**src/rtl/sa_sequencer_pkg.sv**
```systemverilog
// Shared definitions for the systolic-array sequencer: FSM states and lane slicing.
package sa_sequencer_pkg;

   typedef enum logic [2:0] {
      ST_IDLE,
      ST_LOAD,
      ST_STREAM,
      ST_DRAIN,
      ST_DONE
   } state_t;

   function automatic int unsigned lane_lsb(input int unsigned lane, input int unsigned width);
      return lane * width;
   endfunction

endpackage

```
**src/rtl/sa_skew_line.sv**
```systemverilog
// Reset-to-zero shift register of DEPTH stages used for row skew and top-valid alignment.
module sa_skew_line
   import sa_sequencer_pkg::*;
#(
   parameter int unsigned WIDTH = 1,
   parameter int unsigned DEPTH = 1
) (
   input  logic             clk,
   input  logic             rst_n,
   input  logic [WIDTH-1:0] d,
   output logic [WIDTH-1:0] q
);

   generate
      if (DEPTH == 0) begin : g_pass
         assign q = d;
      end else begin : g_shift
         logic [WIDTH-1:0] stage [DEPTH];

         always_ff @(posedge clk or negedge rst_n) begin
            if (!rst_n) begin
               for (int unsigned i = 0; i < DEPTH; i++) stage[i] <= '0;
            end else begin
               stage[0] <= d;
               for (int unsigned i = 1; i < DEPTH; i++) stage[i] <= stage[i-1];
            end
         end

         assign q = stage[DEPTH-1];
      end
   endgenerate

endmodule

```
**src/rtl/sa_sequencer.sv**
```systemverilog
// Sequencer for one ROWS x COLS output-accumulating PE array: weight load, skewed
// activation streaming, top-edge valids, bottom-edge result counting and done.
module sa_sequencer
   import sa_sequencer_pkg::*;
#(
   parameter int unsigned ROWS            = 4,
   parameter int unsigned COLS            = 4,
   parameter int unsigned DATA_WIDTH      = 8,
   parameter int unsigned ACCU_DATA_WIDTH = 2 * DATA_WIDTH,
   parameter int unsigned LEN_W           = 16
) (
   input  logic                            clk,
   input  logic                            rst_n,
   input  logic                            start,
   input  logic                            load_en,
   input  logic [LEN_W-1:0]                k_len,
   output logic                            busy,
   output logic                            done,
   input  logic [ROWS*DATA_WIDTH-1:0]      w_data,
   input  logic                            w_valid,
   output logic                            w_ready,
   input  logic [ROWS*DATA_WIDTH-1:0]      a_data,
   input  logic                            a_valid,
   output logic                            a_ready,
   output logic [ROWS*DATA_WIDTH-1:0]      arr_data_left,
   output logic [ROWS-1:0]                 arr_valid_left,
   output logic [ROWS-1:0]                 arr_cmd,
   output logic [COLS*ACCU_DATA_WIDTH-1:0] arr_data_top,
   output logic [COLS-1:0]                 arr_valid_top,
   input  logic [COLS-1:0]                 arr_valid_down
);

   state_t                    state;
   logic [LEN_W-1:0]          k_reg;
   logic [LEN_W-1:0]          beat_cnt;
   logic [LEN_W-1:0]          col_cnt [COLS];
   logic                      w_fire, a_fire;
   logic [ROWS*DATA_WIDTH-1:0] edge_data;
   logic                      edge_valid, edge_cmd;
   logic                      stream_valid0;

   assign w_fire = w_valid & w_ready;
   assign a_fire = a_valid & a_ready;

   // done is registered alongside the state; a k_len==0 job spends one extra
   // DONE cycle with done low so the pulse lands two cycles after start.
   always_ff @(posedge clk or negedge rst_n) begin
      if (!rst_n) begin
         state    <= ST_IDLE;
         k_reg    <= '0;
         beat_cnt <= '0;
         busy     <= 1'b0;
         done     <= 1'b0;
         w_ready  <= 1'b0;
         a_ready  <= 1'b0;
      end else begin
         case (state)
            ST_IDLE: begin
               if (start) begin
                  k_reg    <= k_len;
                  beat_cnt <= '0;
                  busy     <= 1'b1;
                  if (k_len == '0) begin
                     state <= ST_DONE;
                  end else if (load_en) begin
                     state   <= ST_LOAD;
                     w_ready <= 1'b1;
                  end else begin
                     state   <= ST_STREAM;
                     a_ready <= 1'b1;
                  end
               end
            end
            ST_LOAD: begin
               if (w_fire) begin
                  if (beat_cnt == LEN_W'(COLS - 1)) begin
                     state    <= ST_STREAM;
                     beat_cnt <= '0;
                     w_ready  <= 1'b0;
                     a_ready  <= 1'b1;
                  end else begin
                     beat_cnt <= beat_cnt + LEN_W'(1);
                  end
               end
            end
            ST_STREAM: begin
               if (a_fire) begin
                  if (beat_cnt == k_reg - LEN_W'(1)) begin
                     state   <= ST_DRAIN;
                     a_ready <= 1'b0;
                  end else begin
                     beat_cnt <= beat_cnt + LEN_W'(1);
                  end
               end
            end
            ST_DRAIN: begin
               if (arr_valid_down[COLS-1] && (col_cnt[COLS-1] == k_reg - LEN_W'(1))) begin
                  state <= ST_DONE;
                  done  <= 1'b1;
               end
            end
            ST_DONE: begin
               if (done) begin
                  done  <= 1'b0;
                  busy  <= 1'b0;
                  state <= ST_IDLE;
               end else begin
                  done <= 1'b1;
               end
            end
            default: state <= ST_IDLE;
         endcase
      end
   end

   always_ff @(posedge clk or negedge rst_n) begin
      if (!rst_n) begin
         for (int unsigned c = 0; c < COLS; c++) col_cnt[c] <= '0;
      end else if (state == ST_IDLE && start) begin
         for (int unsigned c = 0; c < COLS; c++) col_cnt[c] <= '0;
      end else if (state == ST_STREAM || state == ST_DRAIN) begin
         for (int unsigned c = 0; c < COLS; c++)
            if (arr_valid_down[c]) col_cnt[c] <= col_cnt[c] + LEN_W'(1);
      end
   end

   // Common output stage; bubbles are forced to all-zero lanes.
   always_ff @(posedge clk or negedge rst_n) begin
      if (!rst_n) begin
         edge_data  <= '0;
         edge_valid <= 1'b0;
         edge_cmd   <= 1'b0;
      end else begin
         edge_valid <= w_fire | a_fire;
         edge_cmd   <= w_fire;
         edge_data  <= w_fire ? w_data : (a_fire ? a_data : '0);
      end
   end

   for (genvar r = 0; r < ROWS; r++) begin : g_row
      logic [DATA_WIDTH+1:0] lane_in, lane_out;

      assign lane_in = {edge_data[lane_lsb(r, DATA_WIDTH) +: DATA_WIDTH], edge_valid, edge_cmd};

      if (r == 0) begin : g_direct
         assign lane_out = lane_in;
      end else begin : g_skew
         sa_skew_line #(.WIDTH(DATA_WIDTH + 2), .DEPTH(r)) u_skew (
            .clk   (clk),
            .rst_n (rst_n),
            .d     (lane_in),
            .q     (lane_out)
         );
      end

      assign arr_data_left[lane_lsb(r, DATA_WIDTH) +: DATA_WIDTH] = lane_out[DATA_WIDTH+1:2];
      assign arr_valid_left[r] = lane_out[1];
      assign arr_cmd[r]        = lane_out[0];
   end

   assign stream_valid0 = edge_valid & ~edge_cmd;

   for (genvar c = 0; c < COLS; c++) begin : g_top
      sa_skew_line #(.WIDTH(1), .DEPTH(c + 1)) u_top (
         .clk   (clk),
         .rst_n (rst_n),
         .d     (stream_valid0),
         .q     (arr_valid_top[c])
      );
   end

   assign arr_data_top = '0;

endmodule
```
**config.mk**
```make
export PLATFORM = sky130hd
export DESIGN_NAME = sa_sequencer
export DESIGN_NICKNAME = d
export VERILOG_FILES = /design/src/rtl/sa_sequencer_pkg.sv /design/src/rtl/sa_skew_line.sv /design/src/rtl/sa_sequencer.sv
export SDC_FILE = /design/constraint.sdc
export NUM_CORES = 1
export LEC_CHECK = 0
export CAP_MARGIN = 20
export CORE_UTILIZATION = 45
export DETAILED_ROUTE_END_ITERATION = 8
export PLACE_DENSITY_LB_ADDON = 0.2
export SLEW_MARGIN = 10
export SYNTH_ARGS = -nofsm -noshare
export SYNTH_HDL_FRONTEND = slang
export SYNTH_SLANG_ARGS = --single-unit
```
**constraint.sdc**
```tcl
create_clock -name clk -period 3.15 [get_ports clk]
set_input_delay 0.4725 -clock clk [delete_from_list [all_inputs] [get_ports clk]]
set_output_delay 0.4725 -clock clk [all_outputs]
set_load 0.02 [all_outputs]
```
After elaboration in Yosys (flattened, before gate mapping)
Index checks and enable logic that the tools add are counted.
- register bits after elaboration: 201
- output and inout bits: 112
- logic and storage cells: 122
- $add $sub $neg: 6
- equality and inequality tests: 18
- mux-type cells: 44
- bitwise gates (word level): 5
- reduce and logical (&&, ||, !) cells: 25
- operators by type and width (kind ; number):
    16-bit 2-to-1 mux ; 9
    64-bit 2-to-1 mux ; 2
    16-bit by 1-bit adder with 16-bit output, second input constant ; 5
    32-bit 2-to-1 mux ; 2
    16-bit case mux with 3 select lines ; 1
    16-bit == test ; 2
    3-bit 2-to-1 mux ; 8
    2-bit inequality test, second input constant ; 11
    16-bit by 2-bit == test with 1-bit output, second input constant ; 1
    16-bit zero test ; 1
    1-bit 2-to-1 mux ; 16
    2-bit nonzero test ; 8
    16-bit by 1-bit subtractor with 16-bit output, second input constant ; 1
    3-bit case mux with 5 select lines ; 1
    2-bit AND reduction ; 6
    8-bit AND reduction ; 1
    7-bit AND reduction ; 1
    3-bit by 2-bit == test with 1-bit output, second input constant ; 2
    1-bit case mux with 2 select lines ; 3
    6-bit AND reduction ; 1
    5-bit AND reduction ; 1
    1-bit bitwise AND ; 3
    3-bit by 1-bit == test with 1-bit output, second input constant ; 1
    3-bit == test, second input constant ; 1
    9 further kinds ; 10

Longest topological paths before layout
- depth in word-level cells: 5
- gate-level depth with buffers: 13
- mapped depth without buffers: 10

By module
Synthesis repeated with hierarchy kept, for this count alone.
- cell total of the unflattened synthesis: 699
- area, all modules: 7701.1 um^2
- by module, submodules not included (module ; instances ; cells an instance ; area an instance (um^2) ; sequential area each (um^2)):
    sa_sequencer ; 1 ; 609 ; 5799.3 ; 2227.1
    sa_skew_line (g_row[3].g_skew.u_skew) ; 1 ; 40 ; 825.8 ; 750.7
    sa_skew_line (g_row[2].g_skew.u_skew) ; 1 ; 30 ; 575.6 ; 500.5
    sa_skew_line (g_row[1].g_skew.u_skew) ; 1 ; 10 ; 250.2 ; 250.2
    sa_skew_line (g_top[3].u_top) ; 1 ; 4 ; 100.1 ; 100.1
    sa_skew_line (g_top[2].u_top) ; 1 ; 3 ; 75.1 ; 75.1
    sa_skew_line (g_top[1].u_top) ; 1 ; 2 ; 50.0 ; 50.0
    sa_skew_line (g_top[0].u_top) ; 1 ; 1 ; 25.0 ; 25.0

Worst setup path after synthesis
Ideal clock, no wire load.
- path kind: register -> register
- start: register k_reg[0]
- end: register beat_cnt[0]
- library setup time: 0.125 ns
- arrival time: 2.776 ns
- setup slack: 0.248 ns
- stages on the path, launching flop included: 14
- buffers on the path: 3
- path through: dfrtp_1 buf_2 inv_1 ha_1 buf_6 nor3b_2 nand3_2 and3b_1 or4_1 nand4b_4 nor4_4 buf_6 nor2_4 mux2_4
- word-level cells in the longest chain between the ends: 4
- RTL lines (what ; line ; text):
    start: declaration ; sa_sequencer.sv:34 ; logic [LEN_W-1:0] k_reg;
    start signal: assignment ; sa_sequencer.sv:60 ; k_reg <= k_len;
    16-bit by 1-bit subtractor with 16-bit output ; sa_sequencer.sv:88 ; if (beat_cnt == k_reg - LEN_W'(1)) begin
    16-bit == test ; sa_sequencer.sv:88 ;
    2-bit inequality test (no line) ; n/a ;
    5-bit AND reduction (no line) ; n/a ;
    end signal: assignment ; sa_sequencer.sv:82 ; beat_cnt <= beat_cnt + LEN_W'(1);
    end signal: assignment ; sa_sequencer.sv:92 ; beat_cnt <= beat_cnt + LEN_W'(1);
    end: declaration ; sa_sequencer.sv:35 ; logic [LEN_W-1:0] beat_cnt;
No other way between the ends.
A chain may end at the register's enable or synchronous reset.

Worst setup path after layout
- start: register k_reg[1]
- end: register beat_cnt[0]
The elaborated chain is that of the path after synthesis.

==> impl_metrics.toml <==
[outcome]
outcome = "finished, final reports clean"

[worst_setup_path]
timing.rr.start = "k_reg[1]"
reg2reg_setup_slack_ps = 210
required_ps = 3460
startpoint_type = "flop"
crit_type = "reg2reg"
r2r_end = "beat_cnt[0]"
end_kind = "flop"
crit_fanout = 30
r2r_cells = 11
arrival_ps = 3240

[cts]
htree_levels = 4
clockBufferDepth = 2
clock_latency_ps = 430
cts_tree = "done"
cts_resized = 0
cts_hold_buffers = 0
clkTransAtPathRegs_ps = 70
cts.sinks = 147
cts_buffers = 17
postCtsSetupRepairBufs = 0
cts-root-buf = "clkbuf_16"

[layout]
fillers = 1304
nets = 848
fin_cells = 984
drive_above_1_share_pct = 12.50
areaGrowthSynthToFinish_pct = 22.89
largest_reg_flops = 32
n_antenna_cell = 0
top_register = "edge_data"

[yosys]
netlist_instances = 654
yosys_warnings = 0
synthArstFlopShare_pct = 100.0
ys_seq_area_share_pct = 50.53
synthTopCellsByCount = "147 x dfrtp_1, 102 x buf_4, 34 x a22o_1, 31 x nor2_1, 29 x nand2_1"
syn_avg_cell_area_um2 = 11.13
synth_area_mm2 = 0.007279
synth_cell_types = 71
ys_ff_latch = 147
synth_edf_count = 0
synth.most_common_cell = "dfrtp_1"
synth_top_cell_area_share_pct = 50.53
synth_largest_area_cell = "dfrtp_1"
ys_top_cells_by_area = "dfrtp_1 51%, buf_4 11%, a22o_1 4.1%"
ys.flop_type = "dfrtp_1"

[route]
drtIter0Drc = 242
vias_per_cell = 5.037
drtAntennaViolNets = 0
drc_errors = 0
vias = 4956
drt-pass1-iter-count = 4
routed_wl_um = 14870
post_drt_wl_per_cell_um = 15.11

[floorplan]
initial_utilization_pct = 45.99
ios = 202
fp.dieArea_mm2 = 0.01669
die_x_um = 129.2
fp.coreArea_mm2 = 0.01583
fp.dieH_um = 129.2
fp-row-count = 46

[pwr]
ir_drop_mv = 0.4408
power_density_mw_per_mm2 = 805.8
p_leak_uw = 0.003883

[timing]
clock_skew_ps = 6.713
fin_setup_tns_ps = 0
final_hold_viol_count = 0
max_slew_margin_pct = 56.13
setup_violations = 0
rsz0062_at_grt = "no"
max_slew.worst_pin.slew_ps = 658.1
fmax_mhz = 340.6
hold_slack_ps = 34.65
slew_violations = 0
fin_crit_sh_pct = 93.20
setup_ws_ps = 214.3
timing.final.crit_period_ps = 2936

[grt]
grt_max_degree = 77
antenna_found_initial = 0
grt_use_total_pct = 18.83
grt_overflow = 0
grt_pass1_wl_um = 23640
first_global_vias = 4753

[placed_design]
place.gp.congestion = 0.9053
dp.cells = 952
dpl.hpwl_um = 11070
numPortBuffers = 134
place_ws_ps = 117.8

[job]
cap_violations = 0

[hold_path]
hold_class = "in2async"
cell type report:
type | count | area [um^2] | area share, %
clock inverter | 15 | 166.4 | 1.860
tap | 216 | 270.3 | 3.021
sequential | 147 | 3679 | 41.12
multi-input combinational | 427 | 2858 | 31.94
clock buffer | 17 | 425.4 | 4.755
inverter | 10 | 37.54 | 0.4196
timing repair buffer | 152 | 1510 | 16.88
through the flow:
step	instance area, um^2	power [uW]	util, %
6_report	8946	7209	56.52
5_1_grt	8946	7610	56.52
4_1_cts	8935	7254	56.45
3_5_place_dp	8343	5274	52.71
3_3_place_gp	8328	5193	52.62
2_1_floorplan	7516	4618	-
report_power, final:
part / switching [uW] / total, uW / leakage, uW / internal (uW)
clock network: 887 / 1940 / 0.000281 / 1060
logic: 1290 / 2480 / 0.00174 / 1180
registers: 449 / 2790 / 0.00186 / 2340
total: 2630 / 7210 / 0.00388 / 4580
logic make-up after synthesis:
logic type	after synthesis	synth area share, %
other cells	1	0.05151
mux	16	2.492
flops	147	50.53
simple gates	188	15.76
buf+inv	143	13.65
fa+ha+maj	3	0.5157
compound gates	105	10.24
xor+xnor	51	6.755
critical path: stages, from the launching register on:
cell      delay (ps)
dfrtp_1          430
inv_1            130
ha_1             190
nor3b_4          290
nand3_1          160
xor2_1           200
a222oi_1         420
nand3_2          170
nor4_4           290
buf_12           200
nor2_4            50
mux2_4           290
worst max-delay path by stage:
stage | from | endpoint
after global placement | w_valid | beat_cnt[13]
after detailed placement | w_valid | beat_cnt[12]
after global routing | k_reg[1] | beat_cnt[0]
after CTS | k_reg[1] | state[0]
final | k_reg[1] | beat_cnt[0]
after floorplan | k_reg[0] | beat_cnt[0]
metal layers:
layer | vias up | part of all wire (%) | track usage (%)
li1 | 2351 | - | -
met1 | 2381 | 41 | 22.85
met2 | 193 | 49 | 30.30
met3 | 31 | 6.7 | 5.078
met4 | 0 | 2.8 | 10.87
met5 | - | 0 | 0
cells in the final DEF, fill, tap and decap left out, drive strengths merged, types with 3 or more instances in the layout:
master | netlist | layout
a21oi | 20 | 20
a22o | 35 | 35
and2 | 4 | 4
and3 | 8 | 8
buf | 109 | 19
clkbuf | 24 | 17
clkdlybuf4s50 | 0 | 133
clkinv | 0 | 8
conb | 1 | 64
dfrtp | 147 | 147
ha | 3 | 3
inv | 10 | 15
mux2 | 14 | 14
nand2 | 29 | 29
nand2b | 6 | 6
nand3 | 17 | 17
nand3b | 3 | 3
nand4 | 19 | 19
nor2 | 32 | 32
nor2b | 3 | 3
nor3 | 15 | 15
nor3b | 3 | 3
nor4 | 13 | 13
o211ai | 3 | 3
o21ai | 22 | 22
o31ai | 8 | 8
or3 | 16 | 16
or4 | 7 | 7
xnor2 | 23 | 23
xnor3 | 3 | 3
xor2 | 25 | 25
Note: power is estimated with default switching activity, not from simulation.
